===== config.mk =====
export PLATFORM = sky130hd
export DESIGN_NAME = cam_timing_gen
export DESIGN_NICKNAME = d
export VERILOG_FILES = /design/src/rtl/cam_timing_gen.sv
export SDC_FILE = /design/constraint.sdc
export NUM_CORES = 1
export LEC_CHECK = 0
export CORE_ASPECT_RATIO = 0.9
export CORE_MARGIN = 8
export CORE_UTILIZATION = 61
export CTS_BUF_LIST = sky130_fd_sc_hd__clkbuf_4
export CTS_CLUSTER_DIAMETER = 50
export DETAILED_ROUTE_END_ITERATION = 16
export MAX_ROUTING_LAYER = met4
export PLACE_DENSITY_LB_ADDON = 0.15
export SETUP_SLACK_MARGIN = 0.02
export SYNTH_ARGS = -nofsm -noshare
export SYNTH_HDL_FRONTEND = slang
export SYNTH_SLANG_ARGS = --single-unit
export TNS_END_PERCENT = 10

===== constraint.sdc =====
create_clock -name sys_clk -period 7.3 [get_ports sys_clk]
set_clock_uncertainty 0.15 [all_clocks]
set_input_delay 1.46 -clock sys_clk [delete_from_list [all_inputs] [get_ports sys_clk]]
set_output_delay 1.46 -clock sys_clk [all_outputs]
set_load 0.005 [all_outputs]

===== src/rtl/cam_timing_gen.sv =====
// Camera-style frame timing generator with vsync/href framing and a selectable test pattern.
// Define CAM_GEN_PATTERN_EN to enable the four-pattern mode select; otherwise only a ramp is produced.
module cam_timing_gen #(
    parameter int          H_VALID   = 640,
    parameter int          H_TOTAL   = 784,
    parameter int          V_SYNC    = 4,
    parameter int          V_BACK    = 18,
    parameter int          V_VALID   = 480,
    parameter int          V_TOTAL   = 510,
    parameter int          BPP       = 2,
    parameter logic [7:0]  CONST_VAL = 8'h80
) (
    input  logic        sys_clk,
    input  logic        sys_rst,
    input  logic        en,
    input  logic [1:0]  mode,
    output logic        cam_vsync,
    output logic        cam_href,
    output logic [7:0]  cam_data,
    output logic        frame_start,
    output logic [15:0] frame_cnt
);

    typedef enum logic [2:0] {S_IDLE, S_SYNC, S_BACK, S_ACTIVE, S_FRONT} state_t;

    localparam logic [15:0] H_LAST  = 16'(H_TOTAL * BPP - 1);
    localparam logic [15:0] H_ACT   = 16'(H_VALID * BPP);
    localparam logic [15:0] BPP_W   = 16'(BPP);
    localparam logic [15:0] VS_LAST = 16'(V_SYNC - 1);
    localparam logic [15:0] VB_LAST = 16'(V_BACK - 1);
    localparam logic [15:0] VA_LAST = 16'(V_VALID - 1);
    localparam logic [15:0] VF_LAST = 16'(V_TOTAL - V_SYNC - V_BACK - V_VALID - 1);

    state_t      state, state_nx;
    logic [15:0] cnt_h, cnt_h_nx;
    logic [15:0] line_cnt, line_nx;
    logic [15:0] v_last;
    logic        line_end;
    logic        start_nx;
    logic        frame_done;
    logic        href_nx;
    logic [7:0]  ramp;
    logic [7:0]  data_nx;

    // Next-state values feed both the state registers and the output registers,
    // so vsync/href/data come out in the same cycle as the state they describe.
    always_comb begin
        // NOTE: every always_comb output gets a default first so no latch is inferred.
        state_nx   = state;
        cnt_h_nx   = cnt_h;
        line_nx    = line_cnt;
        start_nx   = 1'b0;
        frame_done = 1'b0;
        line_end   = (cnt_h == H_LAST);
        v_last     = VF_LAST;
        case (state)
            S_SYNC:   v_last = VS_LAST;
            S_BACK:   v_last = VB_LAST;
            S_ACTIVE: v_last = VA_LAST;
            default:  v_last = VF_LAST;
        endcase

        if (state == S_IDLE) begin
            if (en) begin
                state_nx = S_SYNC;
                start_nx = 1'b1;
            end
        end else begin
            cnt_h_nx = line_end ? 16'd0 : cnt_h + 16'd1;
            if (line_end) begin
                if (line_cnt == v_last) begin
                    line_nx = 16'd0;
                    case (state)
                        S_SYNC:   state_nx = S_BACK;
                        S_BACK:   state_nx = S_ACTIVE;
                        S_ACTIVE: state_nx = S_FRONT;
                        default: begin
                            frame_done = 1'b1;
                            if (en) begin
                                state_nx = S_SYNC;
                                start_nx = 1'b1;
                            end else begin
                                state_nx = S_IDLE;
                            end
                        end
                    endcase
                end else begin
                    line_nx = line_cnt + 16'd1;
                end
            end
        end
    end

    assign href_nx = (state_nx == S_ACTIVE) && (cnt_h_nx < H_ACT);

`ifdef CAM_GEN_PATTERN_EN
    logic [1:0] mode_q;
    logic [3:0] pix_x_hi;   // pix_x[6:3]
    logic       pix_y_b3;

    assign pix_x_hi = 4'((cnt_h_nx / BPP_W) >> 3);
    assign pix_y_b3 = line_nx[3];

    // Mode is captured once per frame so a mid-frame change waits for the next frame.
    always_ff @(posedge sys_clk) begin
        if (sys_rst) begin
            mode_q <= 2'd0;
        end else if (frame_start) begin
            mode_q <= mode;
        end
    end

    always_comb begin
        data_nx = 8'h00;
        if (href_nx) begin
            case (mode_q)
                2'd0:    data_nx = ramp;
                2'd1:    data_nx = {pix_x_hi[3:1], pix_x_hi[3:1], pix_x_hi[3:2]};
                2'd2:    data_nx = CONST_VAL;
                default: data_nx = (pix_x_hi[0] ^ pix_y_b3) ? 8'hFF : 8'h00;
            endcase
        end
    end
`else
    logic unused_mode;
    assign unused_mode = ^mode;

    always_comb begin
        data_nx = 8'h00;
        if (href_nx) begin
            data_nx = ramp;
        end
    end
`endif

    always_ff @(posedge sys_clk) begin
        if (sys_rst) begin
            state       <= S_IDLE;
            cnt_h       <= 16'd0;
            line_cnt    <= 16'd0;
            ramp        <= 8'd0;
            cam_vsync   <= 1'b0;
            cam_href    <= 1'b0;
            cam_data    <= 8'd0;
            frame_start <= 1'b0;
            frame_cnt   <= 16'd0;
        end else begin
            // NOTE: non-blocking assignments keep every register sampling pre-edge values.
            state       <= state_nx;
            cnt_h       <= cnt_h_nx;
            line_cnt    <= line_nx;
            ramp        <= href_nx ? ramp + 8'd1 : 8'd0;
            cam_vsync   <= (state_nx == S_SYNC);
            cam_href    <= href_nx;
            cam_data    <= data_nx;
            frame_start <= start_nx;
            if (frame_done) begin
                frame_cnt <= frame_cnt + 16'd1;
            end
        end
    end

endmodule


==> summary.txt, run 1 <==
Status
  – Status: completed

Critical path
  – Cells traversed along the worst timing path: clkdlybuf4s50_1
  – Register-to-register setup slack: 4.27 ns
  – Number of cells on the worst reg-to-reg path: 7
  – Crit path capture type: primary output
  – Worst reg2reg startpoint: state[2]
  – Required time of the worst setup path: 5.69 ns
  – Maximum fanout encountered on the critical timing path: 8
  – Type of element launching the critical path: flip-flop
  – Slowest CP cell: sky130_fd_sc_hd__clkdlybuf4s50_1
  – Total buffers and inverters traversed by the critical path: 1
  – Critical path class: reg2out
  – Crit path arrival time: 1.48 ns
  – CP delay by family, top: buffers and inverters
  – Reg-to-reg critical path endpoint: ramp[7]
  – Max stage delay on crit path: 0.59 ns

STA
  – Least setup slack across all paths after layout: 4.21 ns
  – Fin. max-slew vios: 0
  – Transition time at the pin with the least slew margin: 1.02 ns
  – Post-Route Hold Slack: 0.313 ns
  – Max-Slew Margin vs Limit: 32.1%
  – Total negative slack for setup checks: 0 ns
  – Total count of hold-check failures in the final report: 0
  – Number of setup violations in the final report: 0
  – Unrepaired setup endpoints after global routing: no
  – Top achievable clock speed: 0.323 GHz
  – Minimum clock period: 3.09 ns
  – Final period utilization: 42.4%

Routing
  – Via count: 2714
  – Number of detailed-routing iterations run before antenna repair: 4
  – Wirelength per Cell: 13.4 µm
  – Mean number of vias per cell: 5.57
  – Post-DRT Antenna Nets: 0
  – Remaining routing DRC violations: 0
  – Wire length after detailed routing: 6.52 mm
  – Initial DRC Count: 121

Yosys
  – Cell Area, Synth: 3360 µm²
  – Number of library cell types mapped by synthesis: 45
  – Dominant synthesized flop cell: sky130_fd_sc_hd__dfxtp_1
  – Post-Syn Nets: 399
  – Syn Inst Count: 390
  – Area share of the leading cell type in the synthesized netlist: 41.8%
  – Cell types occupying the most area after synthesis: sky130_fd_sc_hd__dfxtp_1, sky130_fd_sc_hd__xnor2_1, sky130_fd_sc_hd__nor2_1
  – Number of synthesized flops with an enable pin: 0
  – Asr flop ratio synth: 0%
  – Average instance area after synthesis: 8.60 µm²
  – Part of the Yosys area used for sequential elements: 41.8%
  – Syn. warnings: 0
  – Biggest area consumer among synthesized cells: sky130_fd_sc_hd__dfxtp_1
  – Flip-flop and latch count after synthesis: 70

GRT
  – Grt total ovfl: 0
  – Maximum number of pins on one net before global-route repair: 29
  – Total Routing Usage GR: 17.1%
  – Vias in the first global route: 2520
  – Initial antenna violation count: 0
  – First-pass GRT wire length: 11.2 mm

Floorplan
  – Std cell rows: 25
  – Effective utilization at floorplan: 63.5%
  – Floorplan die area: 8130 µm²
  – Die X-Extent: 94.2 µm
  – Core region area: 5290 µm²
  – Number of placed I/O pins: 32
  – Vertical extent of the die: 86.4 µm

Min path
  – Min-delay src: ramp[7]
  – Endpoint, Worst Hold: cam_data[7]
  – Worst Hold Depth: 2
  – Class of the tightest hold or removal check: reg2reg

Clocking
  – Post-CTS Hold Fix Bufs: 0
  – CTS H-tree lvls: 3
  – CTS Buf Count: 9
  – Total number of clock tree sinks: 70
  – Clock tree from TritonCTS: yes
  – Post-CTS Setup Repair Bufs: 0
  – Post-cts resize count: 0
  – Clock-pin slew on the worst setup and hold paths: 0.10 ns
  – Clock root cell: sky130_fd_sc_hd__clkbuf_4
  – Clk buf depth: 2
  – Clk_lat worst skew: 0.41 ns

Placement
  – Buffers on Ports: 29
  – Final HPWL DP: 4.60 mm
  – Final weighted congestion in routability-driven placement: 0.839
  – Worst setup timing slack at the placement stage: 4.17 ns

Finish
  – Layout Nets: 424
  – Antenna fix cells: 0
  – Share of post-route cells with drive strength above 1: 8.81%
  – Layout overhead on the synthesized area: 13.6%
  – Fillers: 392
  – Fraction of the core area covered by cells at the end of the flow: 72.1%

Pwr
  – Total power divided by cell area: 180 nW/µm²
  – Power consumption: 0.686 mW
  – VDD IR max: 0.137 mV
  – Leakage power: 1.24 nW

Run
  – Max capacitance violation total: 0
==> worst max path at each step <==
stage,startpoint,end,slack [ns],cells after the start
global placement,sys_rst,line_cnt[14],4.16,4
detailed placement,sys_rst,line_cnt[14],4.17,4
CTS,frame_cnt[6],frame_cnt[6],4.20,1
finish,frame_cnt[6],frame_cnt[6],4.21,1
global route,state[1],ramp[7],4.00,7
floorplan,sys_rst,line_cnt[10],4.75,4
==> layout make-up <==
| cell class | instances | area [µm²] | share of cell area, % |
|---|---|---|---|
| Clock buffer | 9 | 67.6 | 1.77 |
| Clock inverter | 7 | 88.8 | 2.33 |
| Inverter | 13 | 48.8 | 1.28 |
| Multi-Input combinational cell | 291 | 1820 | 47.8 |
| Sequential cell | 70 | 1400 | 36.8 |
| Tap cell | 67 | 83.8 | 2.20 |
| Timing Repair Buffer | 30 | 298 | 7.81 |
==> cells in the mapped netlist (2+ instances only) <==
cell,count
sky130_fd_sc_hd__and3_1,12
sky130_fd_sc_hd__a21oi_1,9
sky130_fd_sc_hd__nor4b_1,2
sky130_fd_sc_hd__nand2_1,33
sky130_fd_sc_hd__nand4b_1,2
sky130_fd_sc_hd__and2_1,2
sky130_fd_sc_hd__nor4_1,10
sky130_fd_sc_hd__mux2i_1,3
sky130_fd_sc_hd__dfxtp_1,70
sky130_fd_sc_hd__or3_1,3
sky130_fd_sc_hd__inv_1,13
sky130_fd_sc_hd__clkbuf_1,11
sky130_fd_sc_hd__o21ai_0,3
sky130_fd_sc_hd__a211oi_1,2
sky130_fd_sc_hd__nor2_1,70
sky130_fd_sc_hd__and4_1,4
sky130_fd_sc_hd__nand2b_1,3
sky130_fd_sc_hd__buf_4,2
sky130_fd_sc_hd__nor3_2,13
sky130_fd_sc_hd__nor3_1,13
sky130_fd_sc_hd__xnor2_1,35
sky130_fd_sc_hd__ha_1,4
sky130_fd_sc_hd__nor3b_1,2
sky130_fd_sc_hd__buf_6,2
sky130_fd_sc_hd__nand3_1,20
sky130_fd_sc_hd__xor2_1,17
sky130_fd_sc_hd__nand4_1,12
==> metal layers <==
layer | routed length, µm | part of all wire (%) | vias up | global-route usage (%)
met4 | 56 | 0.86 | 0 | 4.32
li1 | - | - | 1392 | -
met5 | 0 | 0 | - | -
met1 | 3140 | 48 | 1272 | 20.7
met3 | 290 | 4.4 | 7 | 6.39
met2 | 3030 | 46 | 43 | 26.2
==> state kept, by name, indices dropped and copies added (netlist names) <==
| name | count |
|---|---|
| cam_data | 8 |
| ramp | 8 |
| frame_start | 1 |
| cnt_h | 16 |
| frame_cnt | 16 |
| line_cnt | 16 |
| cam_vsync | 1 |
| state | 3 |
| cam_href | 1 |
==> per-stage QoR <==
step / area [µm²] / std cells
CTS: 3810 / 487
global placement: 3650 / 471
finish: 3810 / 487
detailed placement: 3650 / 471
floorplan: 3360 / 390
global route: 3810 / 487
==> worst min-delay path, cell delays in order, from the launching register on <==
cell and delay, ns:
sky130_fd_sc_hd__dfxtp_1 0.33, sky130_fd_sc_hd__inv_1 0.06, sky130_fd_sc_hd__nor3_2 0.04
==> report_power, final <==
group | total [mW] | internal, mW | switching [mW]
clock network | 0.273 | 0.137 | 0.136
registers | 0.388 | 0.385 | 0.00321
logic | 0.0249 | 0.00890 | 0.0160
total | 0.686 | 0.530 | 0.155
==> cells in the final DEF (no fill, tap or decap), types with 2 or more instances in the layout <==
cell type,n
sky130_fd_sc_hd__or3_1,3
sky130_fd_sc_hd__nand2_1,33
sky130_fd_sc_hd__and4_1,4
sky130_fd_sc_hd__a21oi_1,9
sky130_fd_sc_hd__and3_1,12
sky130_fd_sc_hd__nand2b_1,3
sky130_fd_sc_hd__nor3b_1,2
sky130_fd_sc_hd__clkbuf_4,9
sky130_fd_sc_hd__inv_1,13
sky130_fd_sc_hd__nand4b_1,2
sky130_fd_sc_hd__clkdlybuf4s50_1,29
sky130_fd_sc_hd__a211oi_1,2
sky130_fd_sc_hd__o21ai_0,3
sky130_fd_sc_hd__nor3_2,13
sky130_fd_sc_hd__bufinv_16,2
sky130_fd_sc_hd__clkinv_1,2
sky130_fd_sc_hd__and2_1,2
sky130_fd_sc_hd__nor4b_1,2
sky130_fd_sc_hd__nor3_1,13
sky130_fd_sc_hd__mux2i_1,3
sky130_fd_sc_hd__nand3_1,20
sky130_fd_sc_hd__nand4_1,12
sky130_fd_sc_hd__dfxtp_1,70
sky130_fd_sc_hd__nor2_1,70
sky130_fd_sc_hd__ha_1,4
sky130_fd_sc_hd__nor4_1,10
sky130_fd_sc_hd__xor2_1,17
sky130_fd_sc_hd__xnor2_1,35
==> cells by family after synthesis <==
logic type / count (synthesis) / share of synthesized area [%]
and+or+nand+nor: 207 / 32.4
DFF: 70 / 41.8
xor gates and xnor gates: 52 / 13.6
buffers and inverters: 29 / 3.91
AOI/OAI and AO/OA: 25 / 6.00
adders and majority gates: 4 / 1.49
muxes: 3 / 0.895
Power figures use the tool's default switching activity.
==> run 2: changes to the inputs <==
CORE_UTILIZATION = 53   (was 61)
clock period = 2.5 ns   (was 7.3 ns; I/O delays follow)
==> run 2 against run 1 <==
  * Wire length grew 14%
  * Count of clock-buffer cells in the layout unchanged
  * Die area grew 12%
  * Sequential share of layout area shrank 4.4 points
  * Setup slack worse by 4.1 ns
  * Total power grew to 3.1 times the previous value
  * Highest routed layer unchanged
==> summary.txt, run 2 (synthesized netlist as in run 1, its figures left out) <==
Clocking
  – Clock tree from TritonCTS: yes
  – Clk buf depth: 2
  – Post-CTS Hold Fix Bufs: 0
  – CTS Buf Count: 9
  – Total number of clock tree sinks: 70
  – CTS H-tree lvls: 3
  – Clk_lat worst skew: 0.42 ns
  – Clock-pin slew on the worst setup and hold paths: 0.12 ns
  – Clock root cell: sky130_fd_sc_hd__clkbuf_4

Critical path
  – Number of cells on the worst reg-to-reg path: 8
  – Required time of the worst setup path: 2.71 ns
  – Crit path arrival time: 2.63 ns
  – Maximum fanout encountered on the critical timing path: 10
  – Crit path capture type: flip-flop
  – Critical path class: reg2reg
  – Type of element launching the critical path: flip-flop

Placement
  – Buffers on Ports: 29
  – Final weighted congestion in routability-driven placement: 0.839
  – Final HPWL DP: 5.00 mm
  – Placed inst area: 3950 µm²

Finish
  – Layout Nets: 474
  – Commonest non-fill, non-tap cell in the layout: sky130_fd_sc_hd__nor2_1
  – Top library cells by usage in the layout, fill and taps aside: sky130_fd_sc_hd__nor2_1, sky130_fd_sc_hd__dfxtp_1, sky130_fd_sc_hd__buf_4, sky130_fd_sc_hd__xnor2_1, sky130_fd_sc_hd__nand2_1
  – Design area: 4380 µm²
  – Layout overhead on the synthesized area: 30.5%
  – Largest registers ranked by flip-flop count: cnt_h x16, frame_cnt x16, line_cnt x16
  – Fraction of the core area covered by cells at the end of the flow: 71.6%
  – Share of post-route cells with drive strength above 1: 23.6%
  – Antenna fix cells: 0

Pwr
  – Total power divided by cell area: 480 nW/µm²
  – VDD IR max: 0.399 mV
  – Leakage power: 1.54 nW

GRT
  – First-pass GRT wire length: 12.3 mm
  – Maximum number of pins on one net before global-route repair: 17
  – Total Routing Usage GR: 16.8%
  – Grt total ovfl: 0
  – Initial antenna violation count: 0
  – Vias in the first global route: 2743

Routing
  – Wirelength per Cell: 13.3 µm
  – Remaining routing DRC violations: 0
  – Mean number of vias per cell: 5.25
  – Initial DRC Count: 148
  – Post-DRT Antenna Nets: 0
  – Number of detailed-routing iterations run before antenna repair: 4
  – Wire length after detailed routing: 7.44 mm
  – Via count: 2927

Floorplan
  – Vertical extent of the die: 91.5 µm
  – Std cell rows: 27
  – Number of placed I/O pins: 32
  – Effective utilization at floorplan: 54.9%
  – Floorplan die area: 9140 µm²
  – Die X-Extent: 99.9 µm
  – Core region area: 6110 µm²

STA
  – Total count of hold-check failures in the final report: 0
  – Unrepaired setup endpoints after global routing: yes
  – Max-Slew Margin vs Limit: 66.6%
  – Fin. max-slew vios: 0
  – Number of setup violations in the final report: 0
  – Minimum clock period: 2.42 ns
  – Final period utilization: 96.7%
  – Transition time at the pin with the least slew margin: 0.502 ns
  – Top achievable clock speed: 0.414 GHz

Run
  – Max capacitance violation total: 0

Min path
  – Worst Hold Depth: 2
  – Class of the tightest hold or removal check: reg2reg

Status
  – Status: completed
==> run 2: timing repair <==
item | CTS | global route
buffers inserted | 2 | 13
resized for setup | 6 | 30
pin swaps | 3 | 12
endpoints found under the setup margin | 10 | 25
==> run 2: final cells by class <==
type / count / area, µm²
Tap cell: 87 / 109
Inverter: 13 / 48.8
Fill cell: 464 / 1740
Clock inverter: 7 / 96.3
Clock buffer: 9 / 67.6
Multi-Input combinational cell: 291 / 1950
Timing Repair Buffer: 80 / 689
Sequential cell: 70 / 1420
==> run 2: metal layers <==
layer / up-vias / GRT usage, % / share of wire [%]
met5: - / - / 0
li1: 1497 / - / -
met3: 10 / 5.26 / 3.2
met2: 49 / 26.4 / 47
met1: 1371 / 20.0 / 48
met4: 0 / 4.91 / 1.6
==> run 2: stage by stage <==
step / instances / setup WS (ns) / setup TNS (ns) / hold slack [ns] / total power, mW
finish: 557 / 0.0817 / 0 / 0.325 / 2.10
CTS: 544 / 0.0230 / 0 / 0.329 / 2.08
floorplan: 390 / 0.0323 / 0 / 0.289 / 1.21
global route: 557 / -0.0444 / -0.397 / 0.344 / 2.19
global placement: 526 / 0.0163 / 0 / 0.302 / 1.25
detailed placement: 526 / -0.0379 / -0.175 / 0.312 / 1.25
==> run 2: path summary, 6_finish.rpt <==
check | slack, ns | start | end
setup reg to reg | 0.08 | state[1] | ramp[2]
setup / recovery | 0.08 | state[1] | ramp[2]
hold / removal | 0.32 | ramp[7] | cam_data[7]
hold reg to reg | 0.32 | ramp[7] | cam_data[7]
==> run 2: power breakdown <==
part / switching [mW] / internal, mW
registers: 0.00914 / 1.12
clock network: 0.435 / 0.409
logic: 0.0621 / 0.0614
total: 0.507 / 1.59
==> run 2: worst max-delay path: stages (launching register included) <==
cell and delay (ns):
sky130_fd_sc_hd__dfxtp_4 0.39, sky130_fd_sc_hd__xnor2_2 0.16, sky130_fd_sc_hd__or3_4 0.39, sky130_fd_sc_hd__a211oi_4 0.25, sky130_fd_sc_hd__and4_1 0.27, sky130_fd_sc_hd__nor3_2 0.06
sky130_fd_sc_hd__or3b_4 0.39, sky130_fd_sc_hd__buf_12 0.16, sky130_fd_sc_hd__nor3_2 0.14
